File: src/rtl/i2c_poll_seq.sv
// Round-robin I2C sensor poller: reads NUM_CH slaves and keeps one decoded temperature/lux word per channel.
// Optional transaction watchdog is enabled by defining I2C_POLL_TIMEOUT_EN.
module i2c_poll_seq #(
  parameter int                  NUM_CH         = 8,
  parameter logic [7*NUM_CH-1:0] ADDR_LIST      = {7'h47, 7'h46, 7'h45, 7'h44, 7'h4B, 7'h4A, 7'h49, 7'h48},
  parameter logic [NUM_CH-1:0]   LUX_MASK       = 8'hF0,
  parameter int                  GAP_CYCLES     = 16,
  parameter int                  TIMEOUT_CYCLES = 100000
) (
  input  logic                  clk,
  input  logic                  rst_n,
  input  logic                  enable,
  output logic                  i2c_start,
  output logic [6:0]            i2c_addr,
  output logic                  i2c_rw,
  output logic                  i2c_two_bytes,
  output logic [15:0]           i2c_data,
  input  logic                  i2c_ready,
  input  logic [15:0]           i2c_read_data,
  input  logic                  i2c_ack,
  output logic [16*NUM_CH-1:0]  result,
  output logic [NUM_CH-1:0]     valid,
  output logic [NUM_CH-1:0]     nack_err,
  output logic                  sweep_done
);

  localparam int CH_W = (NUM_CH > 1) ? $clog2(NUM_CH) : 1;

  typedef enum logic [2:0] {IDLE, ISSUE, WAIT_BUSY, WAIT_DONE, LATCH, GAP} state_t;

  state_t            state_reg, state_next;
  logic [CH_W-1:0]   ch_reg, ch_next;
  logic [15:0]       gap_reg, gap_next;
  logic              start_reg, start_next;
  logic              sweep_reg, sweep_next;
  logic              timeout;
  logic              latch_fire, latch_ack;
  logic [6:0]        addr_tab [NUM_CH];
  logic [15:0]       temp_val, lux_val, dec_val;
  logic [27:0]       lux_raw, lux_quot;

  assign i2c_rw        = 1'b1;
  assign i2c_two_bytes = 1'b1;
  assign i2c_data      = 16'h0000;
  assign i2c_start     = start_reg;
  assign sweep_done    = sweep_reg;
  assign i2c_addr      = addr_tab[ch_reg];

`ifdef I2C_POLL_TIMEOUT_EN
  logic [31:0] wd_reg;

  always_ff @(posedge clk or negedge rst_n) begin
    if (!rst_n)
      wd_reg <= '0;
    else if (state_reg == WAIT_BUSY || state_reg == WAIT_DONE)
      wd_reg <= wd_reg + 32'd1;
    else
      wd_reg <= '0;
  end

  assign timeout = (state_reg == WAIT_BUSY || state_reg == WAIT_DONE) &&
                   (wd_reg >= 32'(TIMEOUT_CYCLES - 1));
`else
  assign timeout = 1'b0;
`endif

  // Temperature: t9 = rd[15:7] in half degrees, so t9>>>1 is simply rd[15:8] sign-extended.
  always_comb begin
    temp_val = {{8{i2c_read_data[15]}}, i2c_read_data[15:8]};
    lux_raw  = 28'(i2c_read_data[11:0]) << i2c_read_data[15:12];
    lux_quot = lux_raw / 28'd100;
    lux_val  = (lux_quot > 28'd65535) ? 16'hFFFF : lux_quot[15:0];
    dec_val  = LUX_MASK[ch_reg] ? lux_val : temp_val;
  end

  always_ff @(posedge clk or negedge rst_n) begin
    if (!rst_n) begin
      state_reg <= IDLE;
      ch_reg    <= '0;
      gap_reg   <= '0;
      start_reg <= 1'b0;
      sweep_reg <= 1'b0;
    end else begin
      state_reg <= state_next;
      ch_reg    <= ch_next;
      gap_reg   <= gap_next;
      start_reg <= start_next;
      sweep_reg <= sweep_next;
    end
  end

  always_comb begin
    state_next = state_reg;
    ch_next    = ch_reg;
    gap_next   = gap_reg;
    start_next = 1'b0;
    sweep_next = 1'b0;
    latch_fire = 1'b0;
    latch_ack  = 1'b0;
    case (state_reg)
      IDLE: begin
        if (enable && i2c_ready) begin
          ch_next    = '0;
          state_next = ISSUE;
        end
      end
      ISSUE: begin
        start_next = 1'b1;
        state_next = WAIT_BUSY;
      end
      WAIT_BUSY: begin
        if (!i2c_ready) begin
          state_next = WAIT_DONE;
        end else if (timeout) begin
          latch_fire = 1'b1;
          state_next = LATCH;
        end
      end
      WAIT_DONE: begin
        // A genuine completion wins over a watchdog expiry in the same cycle.
        if (i2c_ready) begin
          latch_fire = 1'b1;
          latch_ack  = i2c_ack;
          state_next = LATCH;
        end else if (timeout) begin
          latch_fire = 1'b1;
          state_next = LATCH;
        end
      end
      LATCH: begin
        if (ch_reg == CH_W'(NUM_CH - 1)) begin
          sweep_next = 1'b1;
          gap_next   = '0;
          state_next = GAP;
        end else begin
          ch_next    = ch_reg + 1'b1;
          state_next = enable ? ISSUE : IDLE;
        end
      end
      GAP: begin
        if ({1'b0, gap_reg} + 17'd1 >= 17'(GAP_CYCLES))
          state_next = IDLE;
        else
          gap_next = gap_reg + 16'd1;
      end
      default: state_next = IDLE;
    endcase
  end

  // Channel storage is captured on the edge that enters LATCH, so it is visible one cycle after ready returns.
  genvar gi;
  generate
    for (gi = 0; gi < NUM_CH; gi++) begin : g_ch
      logic [15:0] res_reg;
      logic        val_reg;
      logic        nack_reg;

      assign addr_tab[gi] = ADDR_LIST[7*gi +: 7];

      always_ff @(posedge clk or negedge rst_n) begin
        if (!rst_n) begin
          res_reg  <= '0;
          val_reg  <= 1'b0;
          nack_reg <= 1'b0;
        end else if (latch_fire && ch_reg == CH_W'(gi)) begin
          if (latch_ack) begin
            res_reg  <= dec_val;
            val_reg  <= 1'b1;
            nack_reg <= 1'b0;
          end else begin
            nack_reg <= 1'b1;
          end
        end
      end

      assign result[16*gi +: 16] = res_reg;
      assign valid[gi]           = val_reg;
      assign nack_err[gi]        = nack_reg;
    end
  endgenerate

endmodule

File: config.mk
export PLATFORM = sky130hd
export DESIGN_NAME = i2c_poll_seq
export DESIGN_NICKNAME = d
export VERILOG_FILES = /design/src/rtl/i2c_poll_seq.sv
export SDC_FILE = /design/constraint.sdc
export NUM_CORES = 1
export LEC_CHECK = 0
export ABC_AREA = 1
export CAP_MARGIN = 20
export CORE_ASPECT_RATIO = 1.2
export CORE_MARGIN = 2
export CORE_UTILIZATION = 35
export CTS_BUF_LIST = sky130_fd_sc_hd__clkbuf_8
export DETAILED_ROUTE_END_ITERATION = 8
export GPL_TIMING_DRIVEN = 0
export PLACE_DENSITY_LB_ADDON = 0.2
export SYNTH_ARGS = -nofsm -noshare
export SYNTH_HDL_FRONTEND = slang
export SYNTH_SLANG_ARGS = --single-unit
File: constraint.sdc
create_clock -name clk -period 4.9 [get_ports clk]
set_input_delay 0.735 -clock clk [delete_from_list [all_inputs] [get_ports clk]]
set_output_delay 0.735 -clock clk [all_outputs]
set_load 0.01 [all_outputs]
==> flow_summary.toml <==
[run_status]
status = "finished, violations left"
failed_checks = "setup timing"

[synth]
synthAdderAreaFrac_pct = 0.902
synth-seq-cells = 168
avgSynthCellArea_sq_um = 7.29
synth_edf_count = 0
synthArstFlopShare_pct = 100
synth-main-ff-cell = "dfrtp_1"
synth_warnings = 0
syn_area_sq_um = 11100
synth_simple_gate_area_share_pct = 39.0
ys_types = 47
syn_inst = 1522
synth-seq-area-share_pct = 37.9
synth_top_family_by_area = "simple AND/OR/NAND/NOR gates"
synth_xor_area_share_pct = 1.81
synth_compound_gate_area_share_pct = 10.1
synth.area.mux_share_pct = 0

[clocking]
cts_tree = "built"
cts_sinks = 168
clkTransAtPathRegs_ns = 0.09
ctsRootBufferMaster = "clkbuf_8"
holdBufCountCts = 0
htreeDepth = 4
cts_buffers = 17
cts_buffer_depth = 2
clkLatencyLatePin_ns = 0.47

[detailed_routing]
final_antenna_net_count = 0
drcViolationCount = 0
routed_wl_microns = 33600
wl_met1_microns = 14400
vias_per_cell = 4.86
dr_total_vias = 11000
drt_iter0_drc = 673
dr_wl_met2_microns = 17600
top_layer = "met4"
wl_per_cell_microns = 14.9
dr.pass1.iters = 5
dr_wl_met3_microns = 999

[critical_path]
crit_slowest_cell = "nand2_4"
r2r_start = "gap_reg[2]"
crit_family = "simple AND/OR/NAND/NOR gates"
rrSetupSlack_ns = 1.52
r2r_end = "gap_reg[3]"
path_class = "in -> reg"
cp-start-kind = "input pin"
required_ns = 5.30
slowest_delay_ns = 0.22
r2r_cells = 16
path_depth = 102
end_kind = "flop"
cp_max_fo = 8
cp.arrival_ns = 11.01
path_common_cell = "nand2_4"
worst-path-buf-inv = 10

[place]
post-place-ws_ns = -7.12
io_buffers = 170
gp_congestion = 0.855
dp_hpwl_microns = 24900
dp_cells = 2117
placed_area_sq_um = 14000

[timing]
setup_ws_ns = -5.71
fin_crit_sh_pct = 216
setup_viol = 91
min_period_ns = 10.61
final_max_slew_viol_count = 0
tightestPinTransition_ns = 1.27
max_freq_mhz = 94.3
hold_violations = 0
max_slew_margin_pct = 14.6
grt_setup_unrepaired = "yes"
clock_skew_ns = 0.0202

[job]
drv_cap = 0

[final_layout]
largest_reg_flops = 128
fin_util_pct = 53.1
fin_area_sq_um = 16600
multi_input_area_sq_um = 7530
n_fill_cell = 2917
fin_cells = 2261
area_growth_pct = 49.5
num_antenna_cells = 0
regArea_sq_um = 4200
drive_above_1_share_pct = 34.1
nets = 1876

[hold_path]
hold_class = "in -> async"

[floorplanning]
boundaryPins = 192
die_area_sq_um = 33200
core_sq_um = 31300
dieWidth_microns = 167
die_y_microns = 199
rows = 71
start_util_pct = 35.5

[grt]
grt-ovfl-total = 0
grt_pass1_wl_microns = 54400
antenna_found_initial = 0
grt_start_max_net_pins = 117
grt_pass1_vias = 10800
grtUsageTotal_pct = 20.0
[Yosys cell counts, types with 2 or more instances]
cell type | instances | area share, %
a21oi_1 | 24 | 1.1
a21oi_2 | 2 | 0.16
a31oi_1 | 2 | 0.11
buf_2 | 9 | 0.41
buf_4 | 40 | 2.7
clkbuf_1 | 19 | 0.64
clkinv_1 | 3 | 0.10
conb_1 | 2 | 0.068
dfrtp_1 | 168 | 38
dlygate4sd1_1 | 4 | 0.32
ha_1 | 8 | 0.90
inv_1 | 149 | 5.0
inv_2 | 23 | 0.78
inv_4 | 2 | 0.11
nand2_1 | 408 | 14
nand2_2 | 91 | 5.1
nand2_4 | 30 | 3.0
nand3_1 | 132 | 6.0
nand3_2 | 21 | 1.9
nand3_4 | 2 | 0.32
nand3b_1 | 2 | 0.14
nand4_1 | 20 | 1.1
nand4_2 | 10 | 1.1
nor2_1 | 88 | 3.0
nor2_2 | 9 | 0.51
nor2_4 | 13 | 1.3
nor3_1 | 19 | 0.86
nor4_1 | 4 | 0.23
o211ai_1 | 2 | 0.14
o21ai_0 | 142 | 6.4
o21ai_1 | 24 | 1.1
o22ai_1 | 5 | 0.28
or2_2 | 10 | 0.56
xor2_1 | 22 | 1.7
[logic make-up after synthesis]
group	after synthesis
adders and majority gates	8
and+or+nand+nor	860
buffers and inverters	251
DFF	168
xor gates and xnor gates	23
AOI/OAI and AO/OA	210
other	2
[how the worst max path moves through the flow]
stage | endpoint | slack, ns | from
final | g_ch[1].res_reg[0] | -5.71 | i2c_read_data[12]
after global routing | g_ch[1].res_reg[0] | -6.50 | i2c_read_data[12]
after CTS | g_ch[1].res_reg[0] | -5.56 | i2c_read_data[12]
after detailed placement | g_ch[2].res_reg[1] | -7.12 | i2c_read_data[12]
after global placement | g_ch[7].res_reg[2] | -7.08 | i2c_read_data[12]
after floorplan | g_ch[1].res_reg[0] | -4.57 | i2c_read_data[12]
[layout make-up]
cell class              count  area share (%)
inverters                 178            4.33
multi-input cells        1122            45.4
clock buffers              17            1.41
repair buffers            287            16.2
plain buffers              73            3.08
flip-flops and latches    168            25.3
well taps                 401            3.02
clock inverters            15            1.26
[per-layer routing]
layer,global-route usage [%],vias up
met5,0,-
li1,-,5513
met3,1.82,24
met1,25.1,5241
met2,36.9,213
met4,5.59,0
[what timing repair did]
item / 4_1_cts / 5_1_grt
endpoints found under the hold margin: 0 / 0
buffers inserted: 79 / 31
pin swaps: 97 / 97
endpoints found under the setup margin: 128 / 122
gates resized for setup: 209 / 172
[through the flow]
stage	hold WS (ns)	setup TNS, ns
final	0.170	-326.30
after global routing	0.183	-381.45
after CTS	0.177	-321.03
after detailed placement	0.459	-507.46
after global placement	0.454	-1177.41
after floorplan	0.439	-244.41
[cell usage in the layout (no fill, tap or decap), drive strengths merged, types with 8 or more instances in the layout]
master	synthesis	layout
nand2	529	529
inv	174	182
buf	49	172
dfrtp	168	168
o21ai	167	167
clkdlybuf4s50	0	157
nand3	155	155
nor2	110	110
clkbuf	19	39
nand4	30	30
a21oi	27	27
xor2	22	22
conb	2	21
nor3	19	19
or2	10	10
ha	8	8
Power is left out: the tool's default activity adds up to more than one toggle a clock period on the data nets, which glitch-free logic cannot reach.
